$ cat src/rtl/fifo_uart_tx.sv
// ---------------------------------------------------------------------------
// fifo_uart_tx
//
// Pulls bytes one at a time from an upstream FIFO and sends each one as an
// 8N1 serial frame: start bit (0), eight data bits LSB first, stop bit (1).
// Each bit is held for CLKS_PER_BIT clock cycles. The FIFO is read with a
// single registered strobe. Its data is captured one cycle later into a
// shift register, so the FIFO is free to move on while the frame is sent.
//
// Parameters
//   CLKS_PER_BIT : clock cycles per serial bit (2..65535)
//
// Ports
//   clk        : system clock, rising-edge active
//   rst        : synchronous active-high reset
//   fifo_empt  : upstream FIFO empty flag (registered in the FIFO)
//   fifo_data  : upstream FIFO read data, valid the cycle after rd_en
//   fifo_rd_en : registered read strobe to the FIFO, one pulse per frame
//   tx         : registered serial output, idles high
//   busy       : high whenever a fetch or frame is in progress
//   tx_done    : one-cycle pulse in the final cycle of the stop bit
// ---------------------------------------------------------------------------
module fifo_uart_tx #(
  parameter int CLKS_PER_BIT = 16
) (
  input  logic       clk,
  input  logic       rst,
  input  logic       fifo_empt,
  input  logic [7:0] fifo_data,
  output logic       fifo_rd_en,
  output logic       tx,
  output logic       busy,
  output logic       tx_done
);

  typedef enum logic [2:0] {
    IDLE,
    REQ,
    WAIT,
    START,
    DATA,
    STOP
  } state_t;

  localparam logic [15:0] CNT_LOAD = 16'(CLKS_PER_BIT - 1);

  state_t      state, state_nxt;
  logic [15:0] cnt, cnt_nxt;
  logic [2:0]  bit_idx, bit_idx_nxt;
  logic [7:0]  shift, shift_nxt;
  logic        tx_nxt;
  logic        rd_en_nxt;

  // State register plus the datapath and output registers. tx and fifo_rd_en
  // are registered copies of values computed from the next state, so they
  // line up exactly with the state they belong to.
  always_ff @(posedge clk) begin
    if (rst) begin
      state      <= IDLE;
      cnt        <= 16'd0;
      bit_idx    <= 3'd0;
      shift      <= 8'h00;
      tx         <= 1'b1;
      fifo_rd_en <= 1'b0;
    end else begin
      state      <= state_nxt;
      cnt        <= cnt_nxt;
      bit_idx    <= bit_idx_nxt;
      shift      <= shift_nxt;
      tx         <= tx_nxt;
      fifo_rd_en <= rd_en_nxt;
    end
  end

  // Next-state and datapath update. The FIFO empty flag is looked at only in
  // IDLE, and FIFO data is looked at only when leaving WAIT. Because of this,
  // the single read pulse per frame has settled long before the flag is
  // sampled again.
  always_comb begin
    state_nxt   = state;
    cnt_nxt     = cnt;
    bit_idx_nxt = bit_idx;
    shift_nxt   = shift;
    case (state)
      IDLE: begin
        if (!fifo_empt) state_nxt = REQ;
      end
      REQ: begin
        state_nxt = WAIT;
      end
      WAIT: begin
        state_nxt = START;
        shift_nxt = fifo_data;
        cnt_nxt   = CNT_LOAD;
      end
      START: begin
        if (cnt == 16'd0) begin
          state_nxt   = DATA;
          cnt_nxt     = CNT_LOAD;
          bit_idx_nxt = 3'd0;
        end else begin
          cnt_nxt = cnt - 16'd1;
        end
      end
      DATA: begin
        if (cnt == 16'd0) begin
          cnt_nxt = CNT_LOAD;
          if (bit_idx == 3'd7) begin
            state_nxt   = STOP;
            bit_idx_nxt = 3'd0;
          end else begin
            bit_idx_nxt = bit_idx + 3'd1;
            shift_nxt   = {1'b0, shift[7:1]};
          end
        end else begin
          cnt_nxt = cnt - 16'd1;
        end
      end
      STOP: begin
        if (cnt == 16'd0) state_nxt = IDLE;
        else              cnt_nxt   = cnt - 16'd1;
      end
      default: begin
        state_nxt = IDLE;
      end
    endcase
  end

  // Outputs. The registered outputs are computed from the upcoming state.
  // While in DATA, the current bit always sits in shift[0].
  always_comb begin
    rd_en_nxt = (state_nxt == REQ);
    case (state_nxt)
      START:   tx_nxt = 1'b0;
      DATA:    tx_nxt = shift_nxt[0];
      default: tx_nxt = 1'b1;
    endcase
    busy    = (state != IDLE);
    tx_done = (state == STOP) && (cnt == 16'd0);
  end

endmodule

$ cat config.mk
export PLATFORM = sky130hd
export DESIGN_NAME = fifo_uart_tx
export DESIGN_NICKNAME = d
export VERILOG_FILES = /design/src/rtl/fifo_uart_tx.sv
export SDC_FILE = /design/constraint.sdc
export NUM_CORES = 1
export LEC_CHECK = 0
export CELL_PAD_IN_SITES_DETAIL_PLACEMENT = 1
export CELL_PAD_IN_SITES_GLOBAL_PLACEMENT = 1
export CORE_AREA = 3 3 66 68
export DETAILED_ROUTE_END_ITERATION = 7
export DIE_AREA = 0 0 69 71
export PLACE_DENSITY = 0.82
export SETUP_SLACK_MARGIN = 0.3
export SYNTH_ARGS = -nofsm -noshare
export SYNTH_HDL_FRONTEND = slang
export SYNTH_SLANG_ARGS = --single-unit
$ cat constraint.sdc
create_clock -name clk -period 2.9 [get_ports clk]
set_input_delay 0.29 -clock clk [delete_from_list [all_inputs] [get_ports clk]]
set_output_delay 0.29 -clock clk [all_outputs]
set_load 0.05 [all_outputs]
==> results.py <==
metrics = {
    "floorplanning": {
        "start_util": 0.412,
        "fp.dieH_um": 71,
        "core_sq_mm": 0.00391,
        "ios": 15,
        "rows": 23,
        "fp.dieW_um": 69,
        "die_area_sq_mm": 0.00490,
    },
    "clock_network": {
        "clkTransAtPathRegs_ns": 0.07,
        "cts_buffer_depth": 2,
        "clk_latency_ns": 0.29,
        "cts-root-buf": "clkbuf_8",
        "holdBufCountCts": 0,
        "cts_made_buffers": 5,
        "cts.sinks": 32,
        "htree_levels": 2,
        "cts_tree": "built",
    },
    "cells_and_area": {
        "fin_nets": 225,
        "fin_area_sq_mm": 0.00189,
        "diodes": 0,
        "layout_commonest_cell": "dfxtp_1",
        "seq_area_sq_um": 641,
        "final_cell_mix": "dfxtp_1 (32), nor2_1 (31), a21oi_1 (17)",
        "layout-drive-gt1-share": 0.0995,
        "fillCellCount": 488,
        "area_growth_pct": 17.4,
        "multiInputGateArea_sq_um": 908,
        "fin_cells": 261,
    },
    "timing": {
        "fin_tns_setup_ns": 0,
        "fin_ws_ns": 0.532,
        "timing.final.hold_violations": 0,
        "slew_headroom": 0.522,
        "timing.final.crit_share": 0.817,
        "tightestPinTransition_ns": 0.715,
        "slew_viol_final": 0,
        "skew_ns": 0.00306,
        "fmax_mhz": 422,
        "setup_viol": 0,
        "min_period_ns": 2.37,
        "rsz0062_at_grt": "no",
    },
    "placed_design": {
        "placed_cells": 253,
        "preCtsSetupSlack_ns": 0.587,
        "place.gp.congestion": 0.886,
        "dp_hpwl_mm": 3.06,
        "port_buffers": 14,
        "post_dp_cell_area_sq_mm": 0.00180,
    },
    "grt": {
        "grt_max_degree": 24,
        "antenna_found_initial": 0,
        "grt_use_total": 0.185,
        "grt-ovfl-total": 0,
        "grt_first_pass_wirelength_mm": 7.40,
        "grt_pass1_vias": 1560,
    },
    "drt": {
        "drtPass1Iterations": 4,
        "drt_wl_total_mm": 4.37,
        "drtIter0Drc": 129,
        "num_vias": 1530,
        "wl_per_cell_um": 16.7,
        "drcViolationCount": 0,
        "drt.antenna.violating_nets": 0,
        "vias_per_cell": 5.86,
    },
    "power_and_ir_drop": {
        "powerDensity_mw_per_mm2": 1200,
        "p_leak_uw": 0.000687,
        "peakVddDrop_mv": 0.384,
    },
    "worst_setup_path": {
        "path_buf_inv": 0,
        "max_stage_delay_ns": 0.60,
        "end_kind": "flip-flop",
        "start_kind": "flip-flop",
        "critPathRequiredTime_ns": 3.08,
        "crit_type": "reg -> reg",
        "critPathSlowestCell": "nor2_1",
        "path_max_fanout": 11,
        "cp.arrival_ns": 2.55,
        "path_delay_family": "compound AO/OA/AOI/OAI gates",
        "crit_chain": "nand2b_1, nor2_1, a21oi_1, a211oi_1, o211ai_1, o31a_1",
    },
    "status": {
        "status": "finished, final reports clean",
    },
    "logic_synthesis": {
        "syn_avg_cell_area_sq_um": 8.19,
        "synth_cell_types": 38,
        "syn_nets": 212,
        "yosysWarnings": 0,
        "synth_area_leaders": "dfxtp_1 (40%), nor2_1 (7.2%), a21oi_1 (5.3%), xor2_1 (4.9%), a22oi_1 (4.2%)",
        "synth-edff-count": 0,
        "synth_cells": 197,
        "synth_ff_type": "dfxtp_1",
        "yosysSeqAreaShare": 0.397,
        "yosys.area.top_type": "dfxtp_1",
        "syn_area_sq_mm": 0.00161,
        "async_flop_share": 0,
        "synth_top_area_frac": 0.397,
        "ys_ff_latch": 32,
    },
    "hold_path": {
        "hp-class": "reg -> reg",
    },
    "run": {
        "maxCapViolations": 0,
    },
}
-- cell families after synthesis --
kind of cell               count (synthesis)  share of synthesized area
DFF                                       32                      0.397
adders and majority gates                  4                     0.0310
xor gates and xnor gates                  10                     0.0543
AOI/OAI and AO/OA                         49                      0.201
buffers and inverters                     17                     0.0411
and+or+nand+nor                           85                      0.276
-- cell type report --
cell class,instances,share of cell area
Sequential cell,32,0.338
Multi-Input combinational cell,148,0.480
Clock buffer,6,0.0436
Inverter,4,0.00793
Tap cell,50,0.0330
Timing Repair Buffer,19,0.0925
Clock inverter,2,0.00528
-- worst min-delay path: stages (launching register included) --
cell	delay (ns)
dfxtp_1	0.31
nand2_1	0.05
a21oi_1	0.05
-- synth_stat cells, drive strengths merged, types with 2 or more instances --
master,number
buf,2
o2111ai,5
o31ai,2
nand2,9
a22oi,9
nand2b,3
or3,4
o21ai,4
nand4,2
a31oi,3
nor3,15
a21oi,17
inv,4
and3,3
dfxtp,32
or4,2
nor4,7
nor2,31
clkbuf,11
a211oi,3
xor2,9
ha,4
o211ai,5
-- final timing paths --
| kind | startpoint | to | slack (ns) | cells after the start |
|---|---|---|---|---|
| worst min register to register | shift[6]$_SDFFE_PP0P_ | shift[6]$_SDFFE_PP0P_ | 0.46 | 2 |
| worst max-delay path | state[2]$_SDFF_PP0_ | tx$_SDFF_PP1_ | 0.53 | 6 |
| worst max register to register | state[2]$_SDFF_PP0_ | tx$_SDFF_PP1_ | 0.53 | 6 |
| worst min-delay path | shift[6]$_SDFFE_PP0P_ | shift[6]$_SDFFE_PP0P_ | 0.46 | 2 |
-- routing by layer --
layer  GRT usage  share of wire  up-vias
li1            -              -      745
met2       0.297           0.50       32
met3      0.0440          0.030        8
met4      0.0868          0.021        0
met1       0.234           0.45      745
met5           0              0        -
-- registers in the layout (all words and copies together) (netlist names) --
| register | cells |
|---|---|
| tx | 1 |
| bit_idx | 3 |
| state | 3 |
| shift | 8 |
| fifo_rd_en | 1 |
| cnt | 16 |
-- power breakdown --
group | internal (uW) | leakage (uW) | switching, uW
Sequential | 564 | 0.000261 | 165
Combinational | 469 | 0.000375 | 717
Clock | 189 | 0.0000510 | 171
Total | 1220 | 0.000687 | 1050
-- through the flow --
step	utilization	power, uW	hold WS [ns]
finish	0.484	2270	0.462
global route	0.484	2450	0.481
CTS	0.484	2270	0.463
detailed placement	0.460	1900	0.453
global placement	0.460	1830	0.444
floorplan	-	1560	0.426
-- repair_timing --
| action | in CTS | in global routing |
|---|---|---|
| hold endpoints to repair | 0 | 0 |
| buffers inserted | 0 | 0 |
| gates resized for setup | 0 | 1 |
| endpoints found under the setup margin | 0 | 1 |
(Power assumes the default switching activity.)
==> variant 1, RTL diff (same flow settings) <==
Take the reset off `shift` and load it in a clocked block of its own.
--- a/src/rtl/fifo_uart_tx.sv
+++ b/src/rtl/fifo_uart_tx.sv
@@ -60,5 +60,4 @@
       cnt        <= 16'd0;
       bit_idx    <= 3'd0;
-      shift      <= 8'h00;
       tx         <= 1'b1;
       fifo_rd_en <= 1'b0;
@@ -67,8 +66,11 @@
       cnt        <= cnt_nxt;
       bit_idx    <= bit_idx_nxt;
-      shift      <= shift_nxt;
       tx         <= tx_nxt;
       fifo_rd_en <= rd_en_nxt;
     end
+  end
+
+  always_ff @(posedge clk) begin
+    shift <= shift_nxt;
   end
 
Behaviour: no difference found for any inputs over 10 cycles, from zero or initial values and one cycle with rst high; that may be too few to reach the edited logic, so the function may still have changed.
==> variant 1 against the original RTL <==
  * Setup slack improved by 0.064 ns
  * Sequential power decreased by 6.6%
  * Clock skew increased by 0.0085 ns
  * Cell count decreased by 5.0%
  * Power decreased by 14%
  * Synthesized area increased by 1.6%
  * Count of clock-buffer cells in the layout decreased by 1
  * Final area increased by 2.8%
  * Wire length decreased by 7.0%
  * Sequential cell count unchanged
  * Largest power group unchanged
==> variant 1: results <==
export IMPL_outcome="finished clean"
export IMPL_synth_seq_area_share_pct=43.3
export IMPL_route_final_wire_length_mm=4.06
export IMPL_power_share_combinational_pct=43.5
export IMPL_gpl_congestion=0.880
export IMPL_count_of_non_filler_cells_in_the_finished_layout=248
export IMPL_viasPerCell=5.80
export IMPL_placed_cells_incl_taps=240
export IMPL_met2_usage_pct=32.7
export IMPL_synth_fa_ha_area_share_pct=3.05
export IMPL_number_of_nets_in_the_final_layout=212
export IMPL_global_route_usage_met1_pct=20.4
export IMPL_grt_start_max_net_pins=15
export IMPL_syn_num_nets=193
export IMPL_seq_power_share_pct=35.0
export IMPL_critical_path_max_stage_delay_ns=0.46
export IMPL_place_hpwl_mm=2.97
export IMPL_first_iter_violations=83
export IMPL_number_of_synthesized_flops_with_an_enable_pin=7
export IMPL_relSlewSlack_pct=58.7
export IMPL_pg_seq_mw=0.681
export IMPL_detailroute_wirelength_met2_mm=2.05
export IMPL_grt_total_usage_pct=17.9
export IMPL_synth_xor_area_share_pct=0.534
export IMPL_post_synth_inst_count=178
export IMPL_worst_ep_arrival_time_ns=2.48
export IMPL_synth_area_leaders="dfxtp_1, edfxtp_1, nor2_1"
export IMPL_p_switching_mw=0.811
export IMPL_dp_slack_ns=0.460
export IMPL_synth_compound_area_share_pct=20.0
export IMPL_post_synth_most_frequent_cells="dfxtp_1, nor2_1, a21oi_1"
export IMPL_drive_above_1_share_pct=8.08
export IMPL_synthDistinctLibCells=45
export IMPL_wirelength_met1_mm=1.85
variant 1: worst paths after layout:
| check | from | end | slack [ns] | depth (start not counted) |
|---|---|---|---|---|
| max | cnt[0] | cnt[8] | 0.60 | 7 |
| min | bit_idx[2] | bit_idx[2] | 0.49 | 2 |
| max reg2reg | cnt[0] | cnt[8] | 0.60 | 7 |
| min reg2reg | bit_idx[2] | bit_idx[2] | 0.49 | 2 |
variant 1: critical path: cells and delay by family, from the launching register on:
kind	cells	cell delay [ns]
compound gates	1	0.21
fa+ha+maj	1	0.19
buf+inv	1	0.11
flops	1	0.36
simple gates	4	1.32
variant 1: cell type report:
cell class,instances,area (um^2),area share [%]
Multi-Input combinational cell,138,898,46.1
Sequential cell,32,711,36.5
Timing Repair Buffer,17,158,8.10
Clock buffer,5,68.8,3.53
Tap cell,50,62.6,3.21
Clock inverter,3,37.5,1.93
Inverter,3,11.3,0.578
variant 1: timing repair:
item                                    CTS  global route
setup buffers                             0             0
resized for setup                         1             2
endpoints found under the setup margin    1             1
pin swaps                                 0             0
==> variant 2, RTL diff (config.mk and constraints unchanged) <==
Without the edit above. `CLKS_PER_BIT`: 16 -> 12.
--- a/src/rtl/fifo_uart_tx.sv
+++ b/src/rtl/fifo_uart_tx.sv
@@ -22,5 +22,5 @@
 // ---------------------------------------------------------------------------
 module fifo_uart_tx #(
-  parameter int CLKS_PER_BIT = 16
+  parameter int CLKS_PER_BIT = 12
 ) (
   input  logic       clk,
Check against the original RTL: same outputs for any inputs over 10 cycles, from zero or initial values and one cycle with rst high; that may be too few to reach the edited logic, so the function may still have changed.
==> variant 2 against the original RTL <==
  * Wire length decreased by 9.9%
  * Power decreased by 29%
  * Sequential cell count unchanged
  * Count of clock-buffer cells in the layout increased by 1
  * Setup slack got worse by 0.0043 ns
  * Combinational power decreased by 43%
  * Final area increased by 0.73%
  * Synthesized area increased by 0.62%
  * Largest cell class unchanged
  * Highest routed layer unchanged
==> variant 2: results <==
export IMPL_synth_area_leaders="dfxtp_1, nor2_1, xor2_1"
export IMPL_cts_hold_fix_buffers=0
export IMPL_hold_slack_ns=0.459
export IMPL_gpl_congestion=0.823
export IMPL_number_of_global_route_vias_before_repair=1508
export IMPL_worst_ep_arrival_time_ns=2.08
export IMPL_ff2ff_path_depth=8
export IMPL_peakVddDrop_v=0.000350
export IMPL_min_from="shift[4]"
export IMPL_post_synth_inst_count=186
export IMPL_syn_num_nets=201
export IMPL_viasPerCell=5.63
export IMPL_htree_levels=2
export IMPL_critical_path_max_stage_delay_ns=0.55
export IMPL_count_of_inserted_antenna_diode_cells=0
export IMPL_clock_skew_final_ns=0.00636
export IMPL_crit_path_top_delay_cell="dlygate4sd2_1"
export IMPL_synth_top_cell_by_area="dfxtp_1"
export IMPL_first_iter_violations=72
export IMPL_cts_inserted_buffers=5
export IMPL_timing_critical_path_fanout_max=5
export IMPL_hold_path_cell_count=2
export IMPL_count_of_non_filler_cells_in_the_finished_layout=252
export IMPL_global_route_wire_length_before_repair_mm=6.90
export IMPL_clkSlewWorstSetupHoldPaths_ns=0.07
export IMPL_outcome="finished clean"
export IMPL_synth_warning_count=0
export IMPL_route_final_wire_length_mm=3.94
export IMPL_r2r_setup_slack_ns=0.70
export IMPL_post_synth_most_frequent_cells="dfxtp_1, nor2_1, nand2_1"
export IMPL_number_of_antenna_violations_at_the_first_check_in_global_routing=0
export IMPL_number_of_nets_in_the_final_layout=217
export IMPL_fin_tns_setup_ns=0
export IMPL_clock_tree_buffer_depth=2
export IMPL_drive_above_1_share_pct=11.4
export IMPL_synth_seq_area_share_pct=39.4
export IMPL_dr_pass1_iters=4
export IMPL_p_switching_mw=0.637
export IMPL_holdCritPathClass="register to register"
export IMPL_p_leak_nw=0.719
export IMPL_r2r_start="cnt[0]"
export IMPL_worst_hold_path_endpoint="shift[4]"
export IMPL_placed_cells_incl_taps=245
export IMPL_top_regs="cnt (16), shift (8)"
export IMPL_placement_io_buffers=14
export IMPL_place_hpwl_mm=2.94
export IMPL_synthDistinctLibCells=46
export IMPL_grt_start_max_net_pins=19
export IMPL_crit_reg2reg_capture="cnt[6]"
export IMPL_postSynth_asyncResetShare_pct=0
export IMPL_grt_total_usage_pct=17.5
export IMPL_clock_root_buffer="clkbuf_8"
export IMPL_relSlewSlack_pct=51.4
export IMPL_clkLatencyLatePin_ns=0.29
-- variant 2: changes by cell type in the layout (fill, tap and decap cells not counted), sizes merged, moves of 3 or more --
cell	delta
a21oi	-8
a22oi	-3
buf	-4
nand2	+6
nor2b	+3
nor3	-3
nor4	-3
o2111ai	-5
o21ai	+3
xnor2	+5
-- variant 2: cell families (layout without fill, tap and decap cells) --
logic type      Yosys count  in the layout  share of synthesized area [%]
compound gates           40             40                           17.6
xor+xnor                 13             13                           7.01
fa+ha+maj                 4              4                           3.08
buf+inv                  11             27                           3.08
flops                    32             32                           39.4
mux                       2              2                           1.23
simple gates             84             84                           28.6
-- variant 2: per-layer routing --
layer / share of wire [%] / vias up / wire [um] / global-route usage, %
li1: - / 694 / - / -
met1: 43 / 690 / 1680 / 19.8
met2: 51 / 22 / 2020 / 30.5
met3: 3.0 / 14 / 117 / 4.69
met4: 2.9 / 0 / 115 / 8.46
met5: 0 / - / 0 / 0
-- variant 2: final cells by class --
class,count,area (um^2)
clock buffer,7,96.3
fill,477,2010
inverter,4,15.0
multi-input combinational,143,940
sequential,32,641
tap,50,62.6
timing repair buffer,16,154
-- variant 2: worst max-delay path, delay by kind of cell, from the launching register on --
kind / cells / cell delay, ns
simple gates: 3 / 0.65
flops: 1 / 0.35
fa+ha+maj: 1 / 0.15
buf+inv: 2 / 0.66
-- variant 2: power groups by stage --
stage | Combinational (mW) | Clock [mW] | Sequential [mW]
2_1_floorplan | 0.518 | 0 | 0.586
3_3_place_gp | 0.640 | 0 | 0.585
3_5_place_dp | 0.671 | 0 | 0.593
4_1_cts | 0.677 | 0.381 | 0.583
5_1_grt | 0.748 | 0.403 | 0.594
6_report | 0.673 | 0.369 | 0.583
-- variant 2: how the worst max path moves through the flow --
| stage | startpoint | endpoint | slack [ns] |
|---|---|---|---|
| after floorplan | cnt[9] | tx_done | 0.74 |
| after global placement | cnt[9] | tx_done | 0.58 |
| after detailed placement | cnt[9] | tx_done | 0.52 |
| after CTS | cnt[9] | tx_done | 0.50 |
| after global routing | cnt[0] | tx_done | 0.35 |
| final | cnt[0] | tx_done | 0.53 |
-- variant 2: per-stage QoR --
step | util (%) | area, um^2 | setup slack (ns)
final | 48.8 | 1910 | 0.527
after global routing | 48.8 | 1910 | 0.350
after CTS | 48.8 | 1910 | 0.505
after detailed placement | 46.3 | 1810 | 0.518
after global placement | 46.3 | 1810 | 0.583
after floorplan | - | 1630 | 0.739
-- variant 2: timing repair --
action,in CTS,in global routing
gates resized for setup,1,0
setup buffers,0,0
setup endpoints to repair,1,0
